$ cat config.mk
export PLATFORM = sky130hd
export DESIGN_NAME = i2s_tx
export DESIGN_NICKNAME = d
export VERILOG_FILES = /design/src/rtl/i2s_tx.sv
export SDC_FILE = /design/constraint.sdc
export NUM_CORES = 1
export LEC_CHECK = 0
export CORE_MARGIN = 1.5
export CORE_UTILIZATION = 60
export CTS_BUF_LIST = sky130_fd_sc_hd__clkbuf_4 sky130_fd_sc_hd__clkbuf_8
export CTS_CLUSTER_SIZE = 28
export DETAILED_ROUTE_END_ITERATION = 12
export PLACE_DENSITY = 0.95
export SYNTH_ARGS = -nofsm -noshare
export SYNTH_HDL_FRONTEND = slang
export SYNTH_SLANG_ARGS = --single-unit
export TNS_END_PERCENT = 10
$ cat constraint.sdc
create_clock -name sclk_i -period 5.45 [get_ports sclk_i]
set_input_delay 1.09 -clock sclk_i [delete_from_list [all_inputs] [get_ports sclk_i]]
set_output_delay 1.09 -clock sclk_i [all_outputs]
set_load 0.01 [all_outputs]
$ cat src/rtl/i2s_tx.sv
// i2s_tx: I2S word-select master transmitter, sample pairs in via valid/ready, serial out on the falling bit clock.
// Optional build macro I2S_TX_REPEAT_ON_UNDERRUN_EN: an underrun resends the last loaded pair instead of zeros.
module i2s_tx #(
    parameter int WIDTH     = 16,
    parameter int SLOT_BITS = 16
) (
    input  logic             sclk_i,
    input  logic             rst_i,
    input  logic             sample_valid_i,
    input  logic [WIDTH-1:0] left_i,
    input  logic [WIDTH-1:0] right_i,
    output logic             sample_ready_o,
    output logic             ws_o,
    output logic             sdata_o,
    output logic             frame_load_o,
    output logic             underrun_o
);
    localparam int FB = 2 * SLOT_BITS;
    localparam int CW = $clog2(FB);
    localparam logic [CW-1:0] CNT_LAST  = CW'(FB - 1);
    localparam logic [CW-1:0] CNT_RIGHT = CW'(SLOT_BITS);

    logic [CW-1:0]      cnt_q, cnt_d;
    logic               ws_q, ws_d;
    logic               sdata_q, sdata_d;
    logic               full_q, full_d;
    logic               load_q, load_d;
    logic               under_q, under_d;
    logic [2*WIDTH-1:0] hold_q, hold_d;
    logic [FB-1:0]      shift_q, shift_d;
    logic [FB-1:0]      held_frame, idle_frame;
    logic               boundary, xfer;

    // each sample sits MSB-justified in its slot, bits below the LSB are zero
    assign held_frame = {SLOT_BITS'(hold_q[2*WIDTH-1:WIDTH]) << (SLOT_BITS - WIDTH),
                         SLOT_BITS'(hold_q[WIDTH-1:0]) << (SLOT_BITS - WIDTH)};

`ifdef I2S_TX_REPEAT_ON_UNDERRUN_EN
    logic [FB-1:0] last_q, last_d;

    assign idle_frame = last_q;

    // remember the most recently loaded frame so an underrun can resend it
    always_comb last_d = load_d ? held_frame : last_q;

    // last-frame register, cleared so the first frame after reset is silent
    always_ff @(negedge sclk_i or negedge rst_i) begin
        if (!rst_i) last_q <= '0;
        else        last_q <= last_d;
    end
`else
    assign idle_frame = '0;
`endif

    // next state: free-running bit counter, frame load at wrap, MSB-first shift otherwise
    always_comb begin
        boundary = cnt_q == CNT_LAST;
        xfer     = sample_valid_i & ~full_q;
        cnt_d    = boundary ? '0 : cnt_q + 1'b1;
        ws_d     = cnt_d >= CNT_RIGHT;
        sdata_d  = shift_q[FB-1];
        shift_d  = boundary ? (full_q ? held_frame : idle_frame) : shift_q << 1;
        full_d   = xfer | (full_q & ~boundary);
        hold_d   = xfer ? {left_i, right_i} : hold_q;
        load_d   = boundary & full_q;
        under_d  = boundary & ~full_q;
    end

    // all state moves on the falling edge so the receiver samples stable data on the rising edge
    always_ff @(negedge sclk_i or negedge rst_i) begin
        if (!rst_i) begin
            cnt_q   <= CNT_LAST;
            ws_q    <= 1'b1;
            sdata_q <= 1'b0;
            full_q  <= 1'b0;
            load_q  <= 1'b0;
            under_q <= 1'b0;
            hold_q  <= '0;
            shift_q <= '0;
        end else begin
            cnt_q   <= cnt_d;
            ws_q    <= ws_d;
            sdata_q <= sdata_d;
            full_q  <= full_d;
            load_q  <= load_d;
            under_q <= under_d;
            hold_q  <= hold_d;
            shift_q <= shift_d;
        end
    end

    assign sample_ready_o = ~full_q;
    assign ws_o           = ws_q;
    assign sdata_o        = sdata_q;
    assign frame_load_o   = load_q;
    assign underrun_o     = under_q;
endmodule

# [After elaboration in Yosys (flattened, before gate mapping)]
# Index checks and enable logic that the tools add are counted.
[classes] addsub=1 mul=0 div=0 n_lt_le_gt_ge=1 eq_ne=1 shift=0 mux=3 bitwise=7 n_reduce_logical=0
[op_table] cell="$mux 32" n=2
[op_table] cell="$add 5x1->5 const B" n=1
[op_table] cell="$eq 5x5->1 const B" n=1
[op_table] cell="$ge 5x5->1 const B" n=1
[op_table] cell="$mux 5" n=1
[op_table] cell="$and 1x1->1" n=4
[op_table] cell="$not 1->1" n=2
[op_table] cell="$or 1x1->1" n=1
[word_totals] register_bits=74 latchBits=0 mem_bits_rw=0 rom_bits=0 in_bits=35 memories=0

# [Logic depth before layout (Yosys ltp)]
[depth] depth_word=4 ltp_mapped=7 ltp_nobuf=5

==> results.toml <==
[synth]
synth_edf_count = 0
synthTopCellsByCount = "dfrtn_1, a22o_1, mux2_4"
synth_area_leaders = "dfrtn_1, mux2_4, a22o_1"
synth_top_flop_cell = "dfrtn_1"
synth_top_cell_by_area = "dfrtn_1"
seq_area_frac_synth_pct = 65.3
yosys_warnings = 0
syn_area_um2 = 2810
ys_ff_latch = 73
syn_area_per_cell_um2 = 16.8
async_reset_ff_share_pct = 100
synth_cells = 167
syn_nets = 205
synth.most_common_cell = "dfrtn_1"
synth.distinct_cells = 21
synth.top_cell.area_share_pct = 60.6

[routing]
dr.pass1.iters = 8
vias_per_cell = 5.60
postRouteAntennaNets = 0
first_iter_violations = 119
drc_errors = 3
vias = 1512
wirelength_mm = 5.18
wl_per_cell_um = 19.2

[power_and_ir_drop]
power_leakage_nw = 1.58
fin_total_pwr_mw = 1.51
ir_drop_v = 0.000295
p_per_area_nw_per_um2 = 441

[layout]
antenna_cells = 0
area_growth_pct = 21.6
drive_above_1_share_pct = 27.1
num-fill-cells = 262
layout.nets = 251

[sta]
rsz0062_at_grt = "no"
tightest_slew_ns = 1.20
setup-tns-final_ns = 0
hold_viol_final = 0
worst_clock_skew_ns = 0.0720
setup_viol_count_final = 0
drv_slew = 0
max_slew_margin_pct = 20.2

[min_path]
hold_path_class = "reg2reg"

[floorplanning]
die_area_um2 = 5100
fp.dieH_um = 71.4
core_area_um2 = 4440
io_pins = 40
die_x_um = 71.4
core.rowCount = 24
start_util_pct = 63.2

[cts]
tritoncts = "yes"
ctsHoldBuffers = 0
post_cts_resized = 0
cts_setup_buffers = 0
path_clk_slew_ns = 0.05
cts_buffers = 9
clk_latency_ns = 0.40
h-tree-depth = 3
cts_root_buf = "clkbuf_8"
cts_sinks = 73
clk_path_buf_depth = 2

[outcome]
outcome = "complete, but fails checks"
violations = "DRC"

[setup_path]
path_max_fanout = 6
end_kind = "output pin"
critical_path_class = "reg2out"
cp-start-kind = "flip-flop"
cp_data_required_time_ns = 4.36
cp.arrival_ns = 4.21

[global_routing]
antenna_found_initial = 0
track_usage_pct = 22.7
grt_pass1_wl_mm = 8.47
grt_pass1_vias = 1667
globalRouteOverflowTotal = 0
grt_max_degree = 41

[placement]
hpwlAfterDp_mm = 3.10
gp_congestion = 0.698
place.port_buffers = 39

[job]
maxCapViolations = 0
==> worst paths after layout <==
check / startpoint / to / slack [ns] / depth (start not counted)
max in group asynchronous: rst_i / held_frame[9] / 1.63 / 2
min reg2reg: shift_q[31] / sdata_o / 0.31 / 0
max reg2reg: cnt_q[0] / shift_q[24] / 2.93 / 5
min in group asynchronous: rst_i / shift_q[18] / 3.40 / 2
min: shift_q[31] / sdata_o / 0.31 / 0
max: full_q / sample_ready_o / 0.15 / 2
==> sequential cells by signal, indices dropped and copies added, names as in the netlist <==
name and count:
held_frame 32, sdata_o 1, frame_load_o 1, underrun_o 1
full_q 1, cnt_q 5, shift_q 32
==> cells in the final DEF, fill, tap and decap left out, types with 2 or more instances in the layout <==
cell,synthesis,routed
mux2_2,4,4
buf_4,0,2
nor2_1,4,4
ha_1,3,3
inv_1,3,7
mux2_4,29,29
clkinv_2,0,3
clkdlybuf4s50_1,0,38
clkbuf_8,0,11
dfstp_2,5,5
dfrtn_1,68,68
a22o_1,30,30
and3_1,2,2
==> stage by stage <==
stage,setup slack [ns],hold slack (ns),area [um2],cells,util [%]
floorplan,0.752,0.292,2810,167,-
global placement,0.241,0.294,3200,250,72.0
detailed placement,0.228,0.301,3200,250,72.0
CTS,0.146,0.302,3420,270,76.9
global route,0.114,0.314,3420,270,76.9
finish,0.146,0.310,3420,270,76.9
==> worst max-delay path: stages (launching register included) <==
cell and delay (ns):
dfrtn_1 0.54, inv_1 0.11, clkdlybuf4s50_1 0.51
==> cell type report <==
cell class / instances / area, um2 / share of cell area (%)
repair buffers: 42 / 420 / 12.3
inverters: 2 / 7.51 / 0.220
well taps: 52 / 65.1 / 1.90
multi-input cells: 80 / 868 / 25.4
clock inverters: 10 / 71.3 / 2.09
clock buffers: 11 / 151 / 4.43
flip-flops and latches: 73 / 1830 / 53.6
==> kinds of logic (layout without fill, tap and decap cells) <==
group           after synthesis  count (layout)  synth area share, %
flops                        73              73                 65.3
compound gates               32              32                 9.93
mux                          33              33                 17.1
simple gates                 11              11                 1.96
xor+xnor                      1               1                0.312
buf+inv                      14              65                 4.10
fa+ha+maj                     3               3                 1.34
==> power breakdown <==
group	total (mW)	internal, mW	switching (mW)	leakage (nW)
clock network	0.445	0.239	0.206	0.132
registers	0.793	0.707	0.0860	0.894
logic	0.270	0.198	0.0717	0.559
total	1.51	1.14	0.364	1.58
==> per-layer routing <==
layer	vias up	global-route usage (%)	wire (um)
met3	9	6.33	230
met1	772	31.6	2370
met2	43	33.4	2460
met5	-	0	0
li1	688	-	-
met4	0	10.9	117
Note: power is estimated with default switching activity, not from simulation.
